===== config.mk =====
export PLATFORM = sky130hd
export DESIGN_NAME = div_unit
export DESIGN_NICKNAME = d
export VERILOG_FILES = /design/src/rtl/div_unit.sv
export SDC_FILE = /design/constraint.sdc
export NUM_CORES = 1
export LEC_CHECK = 0
export CORE_MARGIN = 8
export CORE_UTILIZATION = 45
export DETAILED_ROUTE_END_ITERATION = 16
export PLACE_DENSITY_LB_ADDON = 0.05
export RECOVER_POWER = 50
export SLEW_MARGIN = 20
export SYNTH_ARGS = -nofsm -noshare
export SYNTH_HDL_FRONTEND = slang
export SYNTH_SLANG_ARGS = --single-unit
export TNS_END_PERCENT = 100

===== constraint.sdc =====
create_clock -name clk -period 8.45 [get_ports clk]
set_input_delay 1.69 -clock clk [delete_from_list [all_inputs] [get_ports clk]]
set_output_delay 1.69 -clock clk [all_outputs]
set_load 0.02 [all_outputs]

===== src/rtl/div_unit.sv =====
// div_unit: iterative radix-2 restoring divider for RV32M DIV/DIVU/REM/REMU.
// One request is taken on in_valid/in_ready. Each cycle produces one quotient bit.
// The result is held until out_ready. A flush cancels any operation in flight.
// Ports:
//   clk, rst_n        rising-edge clock, asynchronous active-low reset
//   flush             synchronous cancel; returns the unit to IDLE
//   in_valid/in_ready request handshake; op = funct3[1:0], a = dividend, b = divisor
//   out_valid/out_ready result handshake; result = quotient or remainder
module div_unit #(
  parameter int WORD_LENGTH = 32
) (
  input  logic                   clk,
  input  logic                   rst_n,
  input  logic                   flush,
  input  logic                   in_valid,
  output logic                   in_ready,
  input  logic [1:0]             op,
  input  logic [WORD_LENGTH-1:0] a,
  input  logic [WORD_LENGTH-1:0] b,
  output logic                   out_valid,
  input  logic                   out_ready,
  output logic [WORD_LENGTH-1:0] result
);
  localparam int W  = WORD_LENGTH;
  localparam int CW = $clog2(W + 1);

  typedef enum logic [1:0] {IDLE, CALC, DONE} state_t;

  state_t         state_q, state_d;
  logic [CW-1:0]  cnt_q, cnt_d;
  logic           rem_op_q, rem_op_d;   // 1: REM/REMU, 0: DIV/DIVU
  logic           neg_quo_q, neg_quo_d;
  logic           neg_rem_q, neg_rem_d;
  logic [W:0]     prem_q, prem_d;       // partial remainder, one guard bit
  logic [W-1:0]   quo_q, quo_d;         // dividend shifts out, quotient shifts in
  logic [W-1:0]   dvsr_q, dvsr_d;
  logic [W-1:0]   result_q, result_d;

  // Datapath for one restoring step
  logic [W:0]     shifted;
  logic [W+1:0]   diff;
  logic           borrow;
  logic [W:0]     prem_nxt;
  logic [W-1:0]   quo_nxt;
  logic [W-1:0]   quo_fix, rem_fix;

  // Values used at request acceptance
  logic           is_signed;
  logic [W-1:0]   abs_a, abs_b;

  always_comb begin
    shifted  = {prem_q[W-1:0], quo_q[W-1]};
    diff     = {1'b0, shifted} - {2'b00, dvsr_q};
    borrow   = diff[W+1];
    prem_nxt = borrow ? shifted : diff[W:0];
    quo_nxt  = {quo_q[W-2:0], ~borrow};
    quo_fix  = neg_quo_q ? (~quo_nxt + 1'b1) : quo_nxt;
    rem_fix  = neg_rem_q ? (~prem_nxt[W-1:0] + 1'b1) : prem_nxt[W-1:0];

    is_signed = ~op[0];
    abs_a     = (is_signed && a[W-1]) ? (~a + 1'b1) : a;
    abs_b     = (is_signed && b[W-1]) ? (~b + 1'b1) : b;
  end

  always_comb begin
    state_d   = state_q;
    cnt_d     = cnt_q;
    rem_op_d  = rem_op_q;
    neg_quo_d = neg_quo_q;
    neg_rem_d = neg_rem_q;
    prem_d    = prem_q;
    quo_d     = quo_q;
    dvsr_d    = dvsr_q;
    result_d  = result_q;

    case (state_q)
      IDLE: begin
        if (in_valid) begin
          cnt_d     = '0;
          rem_op_d  = op[1];
          neg_quo_d = is_signed & (a[W-1] ^ b[W-1]);
          neg_rem_d = is_signed & a[W-1];
          if (b == '0) begin
            result_d = op[1] ? a : '1;
            state_d  = DONE;
          end else if (is_signed && a == {1'b1, {(W-1){1'b0}}} && b == '1) begin
            // Signed overflow: the most negative value divided by -1.
            result_d = op[1] ? '0 : a;
            state_d  = DONE;
          end else begin
            prem_d  = '0;
            quo_d   = abs_a;
            dvsr_d  = abs_b;
            state_d = CALC;
          end
        end
      end
      CALC: begin
        prem_d = prem_nxt;
        quo_d  = quo_nxt;
        cnt_d  = cnt_q + 1'b1;
        if (cnt_q == CW'(W - 1)) begin
          result_d = rem_op_q ? rem_fix : quo_fix;
          state_d  = DONE;
        end
      end
      DONE: begin
        if (out_ready) state_d = IDLE;
      end
      default: state_d = IDLE;
    endcase

    // A flush overrides both acceptance and completion. The last result is kept.
    if (flush) begin
      state_d  = IDLE;
      cnt_d    = '0;
      result_d = result_q;
    end
  end

  always_ff @(posedge clk or negedge rst_n) begin
    if (!rst_n) begin
      state_q   <= IDLE;
      cnt_q     <= '0;
      rem_op_q  <= 1'b0;
      neg_quo_q <= 1'b0;
      neg_rem_q <= 1'b0;
      prem_q    <= '0;
      quo_q     <= '0;
      dvsr_q    <= '0;
      result_q  <= '0;
    end else begin
      state_q   <= state_d;
      cnt_q     <= cnt_d;
      rem_op_q  <= rem_op_d;
      neg_quo_q <= neg_quo_d;
      neg_rem_q <= neg_rem_d;
      prem_q    <= prem_d;
      quo_q     <= quo_d;
      dvsr_q    <= dvsr_d;
      result_q  <= result_d;
    end
  end

  assign in_ready  = (state_q == IDLE);
  assign out_valid = (state_q == DONE);
  assign result    = result_q;
endmodule


==> summary.md <==
| Metric | Value |
|---|---|
| Fin Clk Skew | `0.01413 ns` |
| Failing checks | `capacitance limit, slew limit` |
| CP Class | `primary input to async pin` |
| DR iter-0 viols | `978` |
| Fin crit period | `6.169 ns` |
| Layout cells sized above 1 | `4.780%` |
| Top post-synthesis cells by area | `dfrtp_1, o21ai_0, a21oi_1` |
| Clk buf depth | `2` |
| # fillers | `2482` |
| Initial Util | `45.90%` |
| Class of the worst hold path | `flip-flop to flip-flop` |
| Wirelength per Cell | `20.13 um` |
| Largest area contributor in the netlist | `dfrtp_1` |
| Synthesized cell area | `11590 um^2` |
| Cells along the critical path | `clkbuf_1, clkbuf_2` |
| Seq/Total Area, Yosys | `30.01%` |
| Synth Warn # | `0` |
| Detailed Routing Iterations Pass 1 | `5` |
| GRT overflow | `0` |
| Die area | `31150 um^2` |
| IO Port Bufs | `104` |
| FMAX | `162.1 MHz` |
| CTS Buf Count | `17` |
| Worst slew margin | `-190.8%` |
| Power Internal | `2.505 mW` |
| #FFs+latches synth | `139` |
| Detailed placer's ending HPWL | `28.70 mm` |
| Clock share of power | `17.4%` |
| Buf+Inv Stages, Crit Path | `2` |
| Asr flop ratio synth | `100.0%` |
| Crit-path max FO | `74` |
| Post-Syn Nets | `1609` |
| CTS tree | `yes` |
| Slowest stage delay, CP | `between 2 and 3 ns` |
| Width of the chip | `176.5 um` |
| Post-synth EDFFs | `0` |
| IR drop worst, VDD | `198.9 uV` |
| P_sw | `2.374 mW` |
| Status | `finished, violations left` |
| Critical path launch point type | `primary input` |
| FF/Latch Area | `roughly 3500 um^2` |
| Area growth syn-to-layout | `16.54%` |
| Post-Synth Simple-Gate Area | `21.03%` |
| Antenna violations before repair | `0` |
| Post_cts resized | `0` |
| Max-cap viol count | `2` |
| Sequential Power Share | `23.2%` |
| Antenna viol nets, final | `0` |
| Final setup vio count | `0` |
| Post-Synth Adder-Cell Area | `4.275%` |
| GRT Resource Usage Total | `about a quarter` |
| Gpl congestion | `between 0.9 and 1` |
| First-pass GRT wire length | `61.24 mm` |
| Arrival time worst endpoint | `6.37 ns` |
| CTS Hold Bufs | `0` |
| Post-synth top area share | `between 30% and 40%` |
| Final Max Slew Viols | `~140` |
| Compound-Gate Fraction of Synth Area | `28.29%` |
| Number of setup buffers added after CTS | `0` |
| Final net count | `1666` |
| Area taken by multi-input logic gates | `7634 um^2` |
| RSZ-0062 raised after global routing | `false` |
| Combinational power share | `59.4%` |
| Switching share of total power | `48.67%` |
| Post-synthesis mux area share | `~2.1%` |
| Setup_tns | `0 ns` |
| DR vias/cell | `around 6` |
| Clk slew on worst S/H paths | `0.06 ns` |
| # IOs | `105` |
| Xor/xnor share of the synthesized area | `9.823%` |
| Dpl ws | `about 2.8 ns` |
| Pleak | `5.452 nW` |
| Clock Sinks | `139` |
| Top_reg_cell synth | `dfrtp_1` |
| CP Capture Type | `async pin` |
| Final Hold Fails | `0` |
| Unique masters post-synth | `84` |
| Crit share post-route | `73.00%` |
| Slowest CP cell | `clkbuf_1` |
| Largest net degree at the start of global routing | `between 90 and 100` |
| Worst hold slack | `0.5054 ns` |
| Core Footprint | `roughly 25000 um^2` |
| CP delay by family, top | `buffers and inverters` |
| Vias in the first global route | `10990` |
| DR vias | `about 11000` |
| CP required | `slightly below 9 ns` |
| Worst-Skew Late Latency | `0.43 ns` |
| Root buf cell | `clkbuf_16` |
| Drc violations | `0` |
| Largest family of logic cells by synthesized area | `compound AO/OA/AOI/OAI gates` |
| P per Cell Area | `roughly 360 nW/um^2` |
| Die height | `176.5 um` |
| Setup WS post-layout | `2.281 ns` |
| DRT Wirelength | `38.25 mm` |
| CTS HTree Levels | `4` |
| Syn Area/Cell | `7.733 um^2` |
| Worst Tran Pin Value | `4.361 ns` |
| Post-Synthesis Cells | `1499` |
| Row Count | `58` |
## layout by cell type (no fill, tap or decap), types with 18 or more instances in the layout
cell / n
dfrtp_1: 139
o21ai_0: 188
xnor2_1: 63
or3_1: 23
o31ai_1: 22
a31oi_1: 22
mux2i_1: 19
nand2_1: 168
o211ai_1: 30
nor3_1: 29
xor2_1: 67
nor2_1: 134
nand2b_1: 19
inv_1: 54
a21oi_1: 142
ha_1: 38
nand4_1: 18
nand3_1: 22
clkdlybuf4s50_1: 93
## cell usage after synthesis, types with 6 or more instances
cell	count
clkbuf_1	62
and2_1	6
or4_1	13
or3_1	23
mux2i_1	19
nand3_1	22
nor3_1	29
dfrtp_1	139
a211oi_1	13
a22o_1	7
a31oi_1	22
inv_1	54
a2111oi_0	6
nand2b_1	19
nor4_1	17
and3_1	13
o31ai_1	22
nand2_1	168
o21ai_0	188
xnor2_1	63
o21a_1	9
a21oi_1	144
a21o_1	15
o41ai_1	13
ha_1	38
xor2_1	67
buf_1	11
o211ai_1	30
nor2_1	136
nand4_1	18
nor2b_1	14
## power by group through the flow
stage / clock, mW / combinational (mW) / sequential [mW]
after global placement: 0 / 2.84 / 1.13
after global routing: 0.885 / 3.19 / 1.15
after detailed placement: 0 / 2.87 / 1.13
after CTS: 0.859 / 2.89 / 1.12
final: 0.850 / 2.90 / 1.13
after floorplan: 0 / 1.99 / 1.13
## tightest hold or removal path, stage by stage (launching register included)
cell and delay [ns]:
dfrtp_1 0.36, nand2_1 0.05, o21ai_0 0.06
## registers in the layout, indices dropped and copies added (netlist names), 2 cells and up
signal and flops:
cnt_q 6, dvsr_q 32, prem_q 32, quo_q 32, result 32, state_q 2
## logic make-up after synthesis
family / after synthesis
multiplexers: 24
XOR/XNOR: 130
AND/OR/NAND/NOR: 504
buffers and inverters: 133
adder cells (fa/ha/maj): 39
AO/OA/AOI/OAI: 530
flip-flops: 139
## final cells by class
type | count | area share, %
Multi-Input combinational cell | 1227 | 56.51
Sequential cell | 139 | 25.75
Timing Repair Buffer | 116 | 8.309
Clock buffer | 19 | 3.205
Tap cell | 330 | 3.057
Clock inverter | 13 | 1.584
Inverter | 55 | 1.565
Antenna cell | 1 | 0.01853
## per-layer routing
| metal | up-vias | GRT usage [%] | routed length (um) |
|---|---|---|---|
| met4 | 0 | 8.196 | 1026 |
| met5 | - | 0 | 0 |
| met3 | 61 | 3.290 | 2064 |
| li1 | 5563 | - | - |
| met1 | 5503 | 34.66 | 17900 |
| met2 | 358 | 37.84 | 17260 |
## final timing paths
path / startpoint / to / slack (ns) / depth (start not counted)
setup / recovery: rst_n / result[15] / 2.28 / 2
hold / removal: prem_q[31] / prem_q[31] / 0.51 / 2
setup reg to reg: quo_q[31] / result[14] / 2.90 / 18
hold reg to reg: prem_q[31] / prem_q[31] / 0.51 / 2
max in group clk: quo_q[31] / result[14] / 2.90 / 18
min in group asynchronous: rst_n / prem_q[6] / 2.79 / 1
## per-stage QoR
stage | area (um^2) | utilization (%) | cells | power (mW)
2_1_floorplan | 11590 | - | 1499 | 3.116
3_3_place_gp | 12860 | 50.94 | 1867 | 3.969
3_5_place_dp | 12860 | 50.94 | 1867 | 4.001
4_1_cts | 13510 | 53.50 | 1899 | 4.870
5_1_grt | 13510 | 53.48 | 1899 | 5.226
6_report | 13510 | 53.49 | 1900 | 4.879
(Power assumes the default switching activity.)
==> RTL edit 1, RTL diff (config.mk and constraints unchanged) <==
`WORD_LENGTH`: 32 -> 16.
--- a/src/rtl/div_unit.sv
+++ b/src/rtl/div_unit.sv
@@ -7,7 +7,7 @@
 //   in_valid/in_ready request handshake; op = funct3[1:0], a = dividend, b = divisor
 //   out_valid/out_ready result handshake; result = quotient or remainder
 module div_unit #(
-  parameter int WORD_LENGTH = 32
+  parameter int WORD_LENGTH = 16
 ) (
   input  logic                   clk,
   input  logic                   rst_n,
Interface: changed (resized a, b and result); port bits go from 105 to 57. The function was not compared with the original's and may differ.
==> RTL edit 1 against the unedited design <==
The run still ends with max-capacitance violations, max-slew violations left; setup slack improved by 1100 ps; design area decreased by 50%; synthesized area decreased by 50%; sequential cell count decreased by 65; cell count decreased by 50%; hold slack got worse by 9.5 ps; total power decreased by 61%; routed wire length decreased by 56%; largest cell class unchanged; largest power group unchanged.
==> RTL edit 1: results (changes against the unedited design) <==
| Item | Reported | Unit | Delta |
|---|---|---|---|
| Status | complete, but fails checks | - | unchanged |
| Violations in the final reports | max-capacitance violations, max-slew violations | - | unchanged |
| Antenna Diode Count | 0 | - | was 1 |
| Worst setup skew after layout | 7.810 | ps | was 14.13 ps |
| First-pass GRT wire length | 27.73 | mm | was 61.24 mm |
| Syn nets | 805 | - | was 1,609 |
| Clock buffer count from CTS | 9 | - | was 17 |
| Number of max-slew violations in the final report | 75 | - | was 142 |
| Number of buffer cells added on primary ports | 56 | - | was 104 |
| Net count of the finished layout | 841 | - | was 1,666 |
| Max Cap Viol | 1 | - | was 2 |
| Relative slew margins | -170.8 | % | was -190.8% |
| Routability-driven placement congestion ratio | 0.8455 | - | was 0.9108 |
| Synth cell types | 67 | - | was 84 |
| H-Tree Level Count | 3 | - | was 4 |
| Detailed Place HPWL | 12.69 | mm | was 28.70 mm |
| Most frequent cells after synthesis | sky130_fd_sc_hd__a21oi_1 (85), sky130_fd_sc_hd__nand2_1 (81), sky130_fd_sc_hd__dfrtp_1 (74), sky130_fd_sc_hd__nor2_1 (74), sky130_fd_sc_hd__o21ai_0 (71) | - | was sky130_fd_sc_hd__o21ai_0 (188), sky130_fd_sc_hd__nand2_1 (168), sky130_fd_sc_hd__a21oi_1 (144), sky130_fd_sc_hd__dfrtp_1 (139), sky130_fd_sc_hd__nor2_1 (136) |
| Post-Place Cell Area | 6501 | µm² | was 12,860 µm² |
| Clock network latency to the later pin of the worst-skew pair | 350 | ps | was 430 ps |
| Largest net degree at the start of global routing | 75 | - | was 96 |
| Standby leakage power | 0.002846 | µW | was 0.005452 µW |
| Detailed-route wire length per cell | 17.66 | µm | was 20.13 µm |
| Stage delay of the slowest cell on the critical path | 2790 | ps | was 2950 ps |
| Gr usage total | 20.91 | % | was 24.50% |
| Critical hold path startpoint | result[6] | - | was prem_q[31] |
| Post-synthesis sequential area ratio | 31.75 | % | was 30.01% |
| Launch instance of the worst register-to-register path | prem_q[9] | - | was quo_q[31] |
| Iteration count of the initial detailed-routing pass | 4 | - | was 5 |
| Ratio of cells with drive above 1 in the final layout | 6.003 | % | was 4.780% |
| DRT iter0 DRCs | 437 | - | was 978 |
| Detail-routed via count per cell | 5.746 | - | was 6.045 |
| IR drop worst, VDD | 0.0001153 | V | was 0.0001989 V |
| Number of global-route vias before repair | 5,395 | - | was 10,990 |
-- RTL edit 1: metal layers --
layer / vias to the layer above / track usage (%) / share of wire, %
met1: 2609 / 27.14 / 46
met2: 133 / 33.32 / 46
li1: 2717 / - / -
met3: 28 / 3.917 / 4.6
met4: 0 / 9.153 / 3.0
met5: - / 0 / 0
-- RTL edit 1: final timing paths --
path                       cells past startpoint  slack (ps)    endpoint
max                                            1        3410  prem_q[15]
min                                            2         500   result[6]
max reg2reg                                   14        4190  result[14]
min reg2reg                                    2         500   result[6]
max in group clk                               9        3670  result[10]
min in group asynchronous                      1        2750   quo_q[11]
-- RTL edit 1: power breakdown --
group / internal [µW] / total [µW] / switching, µW
Clock: 236 / 389 / 153
Sequential: 415 / 499 / 83.6
Combinational: 387 / 992 / 605
Total: 1040 / 1880 / 842
-- RTL edit 1: area by class of cell --
| class | instances | area (µm²) |
|---|---|---|
| clock buffers | 11 | 242.7 |
| clock inverters | 5 | 53.80 |
| fillers | 1256 | 5818 |
| inverters | 34 | 127.6 |
| multi-input cells | 599 | 3726 |
| flip-flops and latches | 74 | 1852 |
| well taps | 172 | 215.2 |
| repair buffers | 60 | 584.3 |
-- RTL edit 1: metrics by stage --
stage               cells  setup WS, ps
floorplan             742          4563
global placement      939          3410
detailed placement    939          3152
CTS                   955          3487
global route          955          2440
finish                955          3414
-- RTL edit 1: cell families after synthesis --
logic type	count (synthesis)	share of synthesized area [%]
multiplexers	12	2.339
XOR/XNOR	58	8.711
AND/OR/NAND/NOR	262	21.20
AO/OA/AOI/OAI	243	26.11
flip-flops	74	31.75
adder cells (fa/ha/maj)	24	5.278
buffers and inverters	69	4.613
==> RTL edit 2, RTL diff (config.mk and constraints unchanged) <==
Made on the original files. Make the reset (`rst_n`) synchronous in one clocked block. Comments in the files are not updated.
--- a/src/rtl/div_unit.sv
+++ b/src/rtl/div_unit.sv
@@ -118,7 +118,7 @@
     end
   end
 
-  always_ff @(posedge clk or negedge rst_n) begin
+  always_ff @(posedge clk) begin
     if (!rst_n) begin
       state_q   <= IDLE;
       cnt_q     <= '0;
Formal check against the unedited RTL: differs if rst_n is asserted again (counterexample within 4 cycles, from zero or initial values and one cycle with rst_n low); with rst_n held inactive, the same outputs for 4 cycles.
==> RTL edit 2 against the unedited design <==
Setup slack lost 870 ps; routed wire length grew 6.8%; design area is 1.7% higher; sequential cell count is the same; global-route usage up 0.17 points; highest routed layer unchanged; the run still ends with max-capacitance violations, max-slew violations left; synthesized area is 3.7% higher; sequential share of layout area shrank 5.5 points.
Power is not compared: it rests on default switching activity, and its combinational part moved more than twofold at a synthesized area within 25%.
==> RTL edit 2: results (changes against the unedited design) <==
| Item | Reported | Unit | Delta |
|---|---|---|---|
| Most used standard cell by instance count after synthesis | sky130_fd_sc_hd__nor2_1 | - | was sky130_fd_sc_hd__o21ai_0 |
| Largest net degree at the start of global routing | 88 | - | was 96 |
| Syn nets | 1,740 | - | was 1,609 |
| Maximum net fanout on the critical path | 63 | - | was 74 |
| Most used flip-flop cell after synthesis | sky130_fd_sc_hd__dfxtp_1 | - | was sky130_fd_sc_hd__dfrtp_1 |
| Via count | 12,228 | - | was 11,485 |
| Worst setup skew after layout | 16.52 | ps | was 14.13 ps |
| Routability-driven placement congestion ratio | 0.9096 | - | was 0.9108 |
| Stage delay of the slowest cell on the critical path | 1230 | ps | was 2950 ps |
| Ratio of cells with drive above 1 in the final layout | 5.210 | % | was 4.780% |
| Max Cap Viol | 3 | - | was 2 |
| Cells taking the most area after synthesis | sky130_fd_sc_hd__dfxtp_1 (23%), sky130_fd_sc_hd__a21oi_1 (5.9%), sky130_fd_sc_hd__nor2_1 (5.2%), sky130_fd_sc_hd__nand2_1 (5.1%), sky130_fd_sc_hd__xnor2_1 (4.8%) | - | was sky130_fd_sc_hd__dfrtp_1 (30%), sky130_fd_sc_hd__o21ai_0 (8.1%), sky130_fd_sc_hd__a21oi_1 (6.2%), sky130_fd_sc_hd__nand2_1 (5.4%), sky130_fd_sc_hd__xor2_1 (5.1%) |
| Number of max-slew violations in the final report | 174 | - | was 142 |
| Detailed-route wire length per cell | 20.31 | µm | was 20.13 µm |
| Detailed Place HPWL | 30.75 | mm | was 28.70 mm |
| Most frequent cells after synthesis | sky130_fd_sc_hd__nor2_1 (167), sky130_fd_sc_hd__nand2_1 (162), sky130_fd_sc_hd__a21oi_1 (141), sky130_fd_sc_hd__dfxtp_1 (139), sky130_fd_sc_hd__clkbuf_1 (83) | - | was sky130_fd_sc_hd__o21ai_0 (188), sky130_fd_sc_hd__nand2_1 (168), sky130_fd_sc_hd__a21oi_1 (144), sky130_fd_sc_hd__dfrtp_1 (139), sky130_fd_sc_hd__nor2_1 (136) |
| DRT iter0 DRCs | 1,114 | - | was 978 |
| Number of global-route vias before repair | 11,726 | - | was 10,990 |
| Antenna Diode Count | 0 | - | was 1 |
| Gr usage total | 24.67 | % | was 24.50% |
| Number of buffer cells added on primary ports | 104 | - | unchanged |
| Status | complete, but fails checks | - | unchanged |
| First-pass GRT wire length | 65.58 | mm | was 61.24 mm |
| Violations in the final reports | max-capacitance violations, max-slew violations | - | unchanged |
| Async set-or-reset flop fraction in the synthesized netlist | 0 | % | was 100.0% |
| Worst Path Arrival | 7340 | ps | was 6370 ps |
| Post-synthesis sequential area ratio | 23.16 | % | was 30.01% |
| Net count of the finished layout | 1,768 | - | was 1,666 |
| Worst-margin pin slew | 3143 | ps | was 4361 ps |
==> RTL edit 2: cell count changes after synthesis, sizes merged, moves of 14 or more <==
cell,before,now
dfrtp,139,0
dfxtp,0,139
o21ai,194,85
nor2b,14,73
o211a,4,42
a211oi,13,49
nor2,136,167
maj3,0,23
clkbuf,62,84
nand3,22,39
o31ai,22,36
==> RTL edit 2: worst max-delay path, delay by kind of cell <==
kind,cells,cell delay [ps]
AO/OA/AOI/OAI,3,1210
AND/OR/NAND/NOR,6,1940
buffers and inverters,3,2420
==> RTL edit 2: layout make-up <==
type | instances | area [µm²]
fill | 2704 | 12840
clock buffer | 19 | 442.9
timing repair buffer | 118 | 1130
sequential | 139 | 2785
clock inverter | 12 | 138.9
inverter | 54 | 202.7
multi-input combinational | 1328 | 8606
tap | 341 | 426.7
==> RTL edit 2: through the flow <==
step           cells  power (µW)  instance area, µm²  utilization [%]  setup WS [ps]
6_report        2011        1943               13730            51.67           1415
5_1_grt         2011        2027               13730            51.67           1103
3_3_place_gp    1980        1177               13160            49.53           2234
4_1_cts         2011        1944               13740            51.72           2509
2_1_floorplan   1630        1031               12020                -           3883
3_5_place_dp    1980        1182               13160            49.53           2061
==> RTL edit 2: kinds of logic (layout without fill, tap and decap cells) <==
kind of cell | count (synthesis) | count (layout) | synth area share, %
simple gates | 611 | 611 | 25.13
compound gates | 505 | 505 | 28.97
buf+inv | 163 | 203 | 5.519
flops | 139 | 139 | 23.16
xor+xnor | 129 | 129 | 9.403
fa+ha+maj | 62 | 62 | 6.040
mux | 21 | 21 | 1.781
==> RTL edit 2: path summary, 6_finish.rpt <==
kind,cells past startpoint,to,slack (ps),from
max,12,dvsr_q[31],1410,b[2]
min,2,result[23],460,result[23]
max reg2reg,14,result[30],3170,prem_q[7]
min reg2reg,2,result[23],460,result[23]
==> RTL edit 2: routing by layer <==
layer  wire length (µm)  vias to the layer above  global-route usage (%)
li1                   -                     5986                       -
met1              18830                     5803                   33.07
met2              19150                      376                   40.98
met3               1970                       63                   3.044
met4                901                        0                   7.102
met5                  0                        -                       0
==> RTL edit 2: power groups by stage <==
stage               clock network (µW)  logic (µW)  registers, µW
global route                       803         503            722
detailed placement                   0         451            731
global placement                     0         447            730
CTS                                774         453            717
floorplan                            0         315            716
finish                             769         457            718
